File: src/rtl/sha256_pad_feeder.sv
// sha256_pad_feeder
//   Takes a byte stream, appends SHA-256 padding (0x80, zero fill, 64-bit
//   big-endian bit length) and hands the padded message to the hash core as
//   16-bit big-endian halfwords, one load/ack handshake each, 32 per block.
//   After the final block it fetches the 16 digest halfwords and presents
//   the 256-bit digest with a one-cycle valid pulse.
//
// Ports
//   clk, rst_n     clock, asynchronous active-low reset
//   s_data[7:0]    message byte
//   s_valid        byte valid
//   s_last         final byte of the message (qualified by s_valid)
//   s_ready        byte taken when s_valid & s_ready (registered)
//   load           one-cycle pulse, wdata carries a message halfword
//   fetch          one-cycle pulse, request next digest halfword
//   wdata[15:0]    halfword to the core, stable from load until ack
//   ack            interface acknowledge
//   rdata[15:0]    digest halfword, valid with ack after a fetch
//   core_busy      hash core busy
//   digest[255:0]  final hash, halfword 0 in [255:240]
//   digest_valid   one-cycle pulse when digest is updated
//   idle           high while in IDLE
module sha256_pad_feeder #(
    parameter int LEN_W   = 32,
    parameter int GAP_CYC = 2
) (
    input  logic         clk,
    input  logic         rst_n,
    input  logic [7:0]   s_data,
    input  logic         s_valid,
    input  logic         s_last,
    output logic         s_ready,
    output logic         load,
    output logic         fetch,
    output logic [15:0]  wdata,
    input  logic         ack,
    input  logic [15:0]  rdata,
    input  logic         core_busy,
    output logic [255:0] digest,
    output logic         digest_valid,
    output logic         idle
);

    localparam int GAP_W = (GAP_CYC < 2) ? 1 : $clog2(GAP_CYC + 1);
    localparam logic [GAP_W-1:0] GAP_LOAD = GAP_W'(GAP_CYC);

    typedef enum logic [2:0] {
        S_IDLE,
        S_COLLECT,
        S_ISSUE,
        S_WAIT_ACK,
        S_FLUSH,
        S_FETCH,
        S_FETCH_ACK,
        S_DONE
    } state_t;

    state_t state, state_next;

    logic [LEN_W-1:0] byte_cnt;
    logic [4:0]       hw_idx;      // halfword index within the block
    logic             sel;         // 0: next byte is the high byte of a pair
    logic [7:0]       hi_byte;
    logic             last_seen;   // s_last accepted, bytes now come from the pad source
    logic             sent80;      // 0x80 marker already emitted
    logic             len_blk;     // this block carries the length field
    logic [GAP_W-1:0] gap;
    logic [3:0]       dig_idx;
    logic [255:0]     shadow;      // digest under assembly, copied out at DONE

    logic        load_next, fetch_next, dv_next, ready_next, last_next;
    logic        accept, got_byte, issue_go, flush_go, fetch_go;
    logic        ack_load, ack_fetch, final_blk;
    logic [5:0]  off;
    logic [63:0] bit_len;
    logic [7:0]  pad_byte, byte_in;

    assign accept    = s_valid & s_ready;
    assign off       = {hw_idx, sel};
    assign bit_len   = 64'(byte_cnt) << 3;
    assign got_byte  = (state == S_COLLECT) && (last_seen || accept);
    assign issue_go  = (state == S_ISSUE) && !core_busy && (gap == '0);
    assign flush_go  = (state == S_FLUSH) && !core_busy && (gap == '0);
    assign fetch_go  = (state == S_FETCH) && (gap == '0);
    assign ack_load  = (state == S_WAIT_ACK) && ack;
    assign ack_fetch = (state == S_FETCH_ACK) && ack;
    assign final_blk = len_blk && (hw_idx == 5'd31);
    assign idle      = (state == S_IDLE);

    // Offsets 56..63 map to length bytes 0..7, MSB first; ~off[2:0] picks the byte lane.
    always_comb begin
        pad_byte = 8'h00;
        if (!sent80)
            pad_byte = 8'h80;
        else if (len_blk && off >= 6'd56)
            pad_byte = bit_len[{~off[2:0], 3'b000} +: 8];
    end

    assign byte_in = last_seen ? pad_byte : s_data;

    always_comb begin
        state_next = state;
        load_next  = 1'b0;
        fetch_next = 1'b0;
        dv_next    = 1'b0;
        case (state)
            S_IDLE:      if (accept) state_next = S_COLLECT;
            S_COLLECT:   if (got_byte && sel) state_next = S_ISSUE;
            S_ISSUE: begin
                if (issue_go) begin
                    load_next  = 1'b1;
                    state_next = S_WAIT_ACK;
                end
            end
            S_WAIT_ACK:  if (ack) state_next = final_blk ? S_FLUSH : S_COLLECT;
            S_FLUSH:     if (flush_go) state_next = S_FETCH;
            S_FETCH: begin
                if (fetch_go) begin
                    fetch_next = 1'b1;
                    state_next = S_FETCH_ACK;
                end
            end
            S_FETCH_ACK: if (ack) state_next = (dig_idx == 4'd15) ? S_DONE : S_FETCH;
            S_DONE: begin
                dv_next    = 1'b1;
                state_next = S_IDLE;
            end
            default:     state_next = S_IDLE;
        endcase

        // s_ready is registered, so it is derived from where the FSM lands next.
        last_next = last_seen;
        if (state == S_IDLE && accept)
            last_next = s_last;
        else if (state == S_COLLECT && accept)
            last_next = last_seen | s_last;
        ready_next = (state_next == S_IDLE) || (state_next == S_COLLECT && !last_next);
    end

    always_ff @(posedge clk or negedge rst_n) begin
        if (!rst_n)
            state <= S_IDLE;
        else
            state <= state_next;
    end

    always_ff @(posedge clk or negedge rst_n) begin
        if (!rst_n) begin
            s_ready      <= 1'b0;
            load         <= 1'b0;
            fetch        <= 1'b0;
            digest_valid <= 1'b0;
            wdata        <= '0;
            digest       <= '0;
            shadow       <= '0;
            byte_cnt     <= '0;
            hw_idx       <= '0;
            sel          <= 1'b0;
            hi_byte      <= '0;
            last_seen    <= 1'b0;
            sent80       <= 1'b0;
            len_blk      <= 1'b0;
            gap          <= '0;
            dig_idx      <= '0;
        end else begin
            s_ready      <= ready_next;
            load         <= load_next;
            fetch        <= fetch_next;
            digest_valid <= dv_next;

            if (state == S_IDLE && accept) begin
                hi_byte   <= s_data;
                sel       <= 1'b1;
                hw_idx    <= '0;
                byte_cnt  <= LEN_W'(1);
                last_seen <= s_last;
                sent80    <= 1'b0;
                len_blk   <= 1'b0;
            end

            if (got_byte) begin
                if (!last_seen) begin
                    if (byte_cnt != '1)
                        byte_cnt <= byte_cnt + LEN_W'(1);
                    last_seen <= s_last;
                end else if (!sent80) begin
                    sent80  <= 1'b1;
                    len_blk <= (off <= 6'd55);
                end
                if (!sel) begin
                    hi_byte <= byte_in;
                    sel     <= 1'b1;
                end else begin
                    wdata <= {hi_byte, byte_in};
                    sel   <= 1'b0;
                end
            end

            if (ack_load) begin
                hw_idx <= hw_idx + 5'd1;
                // Marker landed too late for the length: it goes in the next block.
                if (hw_idx == 5'd31 && sent80 && !len_blk)
                    len_blk <= 1'b1;
            end

            if (ack_load || ack_fetch)
                gap <= GAP_LOAD;
            else if (gap != '0)
                gap <= gap - GAP_W'(1);

            if (flush_go)
                dig_idx <= '0;

            if (ack_fetch) begin
                shadow[{~dig_idx, 4'b0000} +: 16] <= rdata;
                dig_idx <= dig_idx + 4'd1;
            end

            if (state == S_DONE)
                digest <= shadow;
        end
    end

endmodule

File: config.mk
export PLATFORM = sky130hd
export DESIGN_NAME = sha256_pad_feeder
export DESIGN_NICKNAME = d
export VERILOG_FILES = /design/src/rtl/sha256_pad_feeder.sv
export SDC_FILE = /design/constraint.sdc
export NUM_CORES = 1
export LEC_CHECK = 0
export ABC_AREA = 1
export BUFFER_PORTS_ARGS = -buffer_cell sky130_fd_sc_hd__buf_2
export CAP_MARGIN = 20
export CORE_UTILIZATION = 50
export CTS_CLUSTER_DIAMETER = 60
export DETAILED_ROUTE_END_ITERATION = 6
export GPL_TIMING_DRIVEN = 0
export PLACE_DENSITY = 0.75
export SETUP_SLACK_MARGIN = 0.5
export SYNTH_ARGS = -nofsm -noshare
export SYNTH_HDL_FRONTEND = slang
export SYNTH_SLANG_ARGS = --single-unit
File: constraint.sdc
create_clock -name clk -period 3 [get_ports clk]
set_input_delay 0.3 -clock clk [delete_from_list [all_inputs] [get_ports clk]]
set_output_delay 0.3 -clock clk [all_outputs]
set_load 0.02 [all_outputs]
==> flow_metrics.tcl <==
set metrics [dict create \
    status "complete, but fails checks" \
    failed_checks "DRC" \
    area_growth_pct 19.7 \
    vias_per_cell 5.41 \
    synthCells 2705 \
    grt_pass1_vias 19857 \
    clock_latency_ns 0.62 \
    fill_cells 3958 \
    tns_ns 0 \
    final_util_pct 61.1 \
    max-slew-margin-rel_pct 25.0 \
    fmax_ghz 0.415 \
    seq_area_frac_synth_pct 61.8 \
    fin_skew_ns 0.0270 \
    tritoncts "yes" \
    period_share_pct 80.4 \
    wl_mm 72.2 \
    slowest_delay_ns 0.60 \
    drive_above_1_share_pct 17.2 \
    portBuffers 306 \
    antenna_found_initial 0 \
    dr_wl_met2_mm 33.8 \
    path_class "register to register" \
    die_height_um 221 \
    critPathSlowestCell "clkbuf_1" \
    avgSynthCellArea_um2 8.84 \
    antennaDiodeCount 0 \
    crit_buf_inv 5 \
    hpwlAfterDp_mm 52.7 \
    cp_max_fo 10 \
    async_flop_share_pct 100 \
    synth.distinct_cells 41 \
    rsz0062_at_grt "false" \
    synth_top_family_by_area "simple AND/OR/NAND/NOR gates" \
    crit_arrival_ns 2.96 \
    synth.area.mux_share_pct 0 \
    synth_xor_area_share_pct 0.696 \
    worstMarginPinSlew_ns 1.13 \
    synth.yosys.warnings 0 \
    synth-edff-count 0 \
    critPathLaunchType "register" \
    die_area_um2 48700 \
    htree_levels 2 \
    core_area_um2 46900 \
    met3WireLength_mm 5.81 \
    track_usage_pct 30.0 \
    yosys_register_bits 590 \
    grt_max_degree 128 \
    period_needed_ns 2.41 \
    syn_nets 2742 \
    syn_area_um2 23900 \
    power.density_nw_per_um2 623 \
    ir_drop_mv 0.609 \
    io_pins 307 \
    initialDrtViolationCount 2019 \
    routed.top_layer "met4" \
    synth_fa_ha_area_share_pct 0.366 \
    firstDrtPassIters 7 \
    start_util_pct 51.0 \
    clock-sinks 590 \
    route.detailed.drc 23 \
    rows 79 \
    gp_congestion 0.920 \
    grt_pass1_wl_mm 111 \
    hold_class "primary input to register" \
    wl_per_cell_um 19.3 \
    critPathCaptureType "register" \
    grt-ovfl-total 0 \
    wirelength_met1_mm 29.0 \
    yosys.area_share.simple_pct 22.7 \
    drtAntennaViolNets 0 \
    cts-root-buf "clkbuf_16" \
    fin_nets 3122 \
    hold_viol 0 \
    multi_input_area_um2 8020 \
    slew_violations 0 \
    cts_buffers 57 \
    final-seq-area_um2 14800 \
    path_cells "buf_2 -> inv_1 -> nor2_2 -> inv_1 -> clkbuf_2 -> clkbuf_1 -> nand2_1 -> nand2_1" \
    finalSetupViolations 0 \
    path_clk_slew_ns 0.06 \
    crit_required_ns 3.54 \
    yosys_most_used_dff "dfrtp_1" \
    cp_top_family "buffers and inverters" \
    max_cap_violations 0 \
    die_w_um 221 \
    synth_compound_area_share_pct 9.12 \
    num_vias 20193 \
    leakage_nw 15.2 \
    cts_buffer_depth 3 \
]
## report_power, final
group / leakage, nW / switching (W) / internal [W]
Combinational: 6.71 / 0.00143 / 0.000550
Sequential: 7.50 / 0.000216 / 0.00824
Clock: 0.958 / 0.00307 / 0.00433
## cell type report
class	count	area share [%]
plain buffers	132	2.19
clock buffers	82	5.91
clock inverters	20	0.870
inverters	193	2.53
multi-input cells	1790	28.0
flip-flops and latches	590	51.6
well taps	607	2.65
repair buffers	321	6.19
## cell families (layout without fill, tap and decap cells)
family                     Yosys count  in the layout
DFF                                590            590
AOI/OAI and AO/OA                  412            412
buffers and inverters              325            748
xor gates and xnor gates            19             19
and+or+nand+nor                   1352           1352
adders and majority gates            7              7
## per-stage QoR
| stage | worst slack [ns] | power [W] | instance area, µm² | hold slack (ns) | std cells |
|---|---|---|---|---|---|
| 6_report | 0.588 | 0.0178 | 28600 | 0.0300 | 3735 |
| 5_1_grt | 0.498 | 0.0185 | 28600 | 0.0229 | 3735 |
| 4_1_cts | 0.492 | 0.0179 | 28500 | 0.00309 | 3734 |
| 3_5_place_dp | -0.311 | 0.0105 | 26300 | 0.261 | 3623 |
| 3_3_place_gp | -9.95 | 0.0104 | 26200 | 0.450 | 3618 |
| 2_1_floorplan | 0.611 | 0.00972 | 23900 | 0.00441 | 2705 |
## final timing paths
path | startpoint | cells after the start | slack [ns] | endpoint
max | state[2]$_DFF_PN0_ | 8 | 0.59 | digest[98]$_DFFE_PN0P_
min | rdata[3] | 3 | 0.03 | shadow[227]$_DFFE_PN0P_
max reg2reg | state[2]$_DFF_PN0_ | 8 | 0.59 | digest[98]$_DFFE_PN0P_
min reg2reg | digest[112]$_DFFE_PN0P_ | 2 | 0.47 | digest[112]$_DFFE_PN0P_
max in group asynchronous | rst_n | 5 | 0.98 | wdata[11]$_DFFE_PN0P_
min in group asynchronous | rst_n | 2 | 0.21 | digest[167]$_DFFE_PN0P_
## layout by cell type, fill, tap and decap left out, types with 10 or more instances in the layout
master,Yosys,final
a21oi_1,34,34
o31ai_1,16,16
inv_1,181,180
buf_2,40,345
dfrtp_1,590,590
xor2_1,13,13
clkbuf_16,0,57
nor3_1,44,29
o21ai_0,242,239
o21ai_1,75,78
nor3_4,1,10
buf_1,13,11
nand4_1,12,12
clkbuf_1,76,66
o22ai_1,37,37
inv_2,10,11
nor2_1,73,71
nor2_4,11,11
nand3_1,54,52
buf_4,3,11
clkbuf_8,0,18
nand2_1,1132,1129
## state kept, by name, summed over array words and instances (netlist names)
| signal | cells |
|---|---|
| shadow | 256 |
| gap | 2 |
| fetch | 1 |
| dig_idx | 4 |
| hw_idx | 5 |
| sel | 1 |
| s_ready | 1 |
| load | 1 |
| wdata | 16 |
| len_blk | 1 |
| last_seen | 1 |
| hi_byte | 8 |
| sent80 | 1 |
| digest | 256 |
| digest_valid | 1 |
| byte_cnt | 32 |
| state | 3 |
## tightest hold or removal path: stages
cell and delay [ns]:
buf_2 0.11, nand2_1 0.09, o22ai_1 0.08
## metal layers
layer	vias up	global-route usage (%)
li1	9340	-
met1	9808	38.5
met2	865	48.6
met3	180	6.03
met4	0	15.0
met5	-	0
## synth_stat cells, types with 7 or more instances
cell type | instances | share of area [%]
o21ai_0 | 242 | 5.1
o22ai_1 | 37 | 0.97
nand4_1 | 12 | 0.31
a21oi_1 | 34 | 0.71
dfrtp_1 | 590 | 62
nor2_4 | 11 | 0.52
nand2_1 | 1132 | 18
nand3_1 | 54 | 1.1
xor2_1 | 13 | 0.48
nor2_1 | 73 | 1.1
inv_2 | 10 | 0.16
clkbuf_1 | 76 | 1.2
o21ai_1 | 75 | 1.6
o31ai_1 | 16 | 0.50
ha_1 | 7 | 0.37
nor3_1 | 44 | 0.92
inv_1 | 181 | 2.8
buf_1 | 13 | 0.20
buf_2 | 40 | 0.84
## repair_timing
item | 4_1_cts | 5_1_grt
resized for setup | 52 | 33
buffers inserted | 2 | 1
hold buffers | 7 | 0
setup endpoints to repair | 397 | 150
hold endpoints to repair | 68 | 0
pin swaps | 5 | 3
Power figures use the tool's default switching activity.
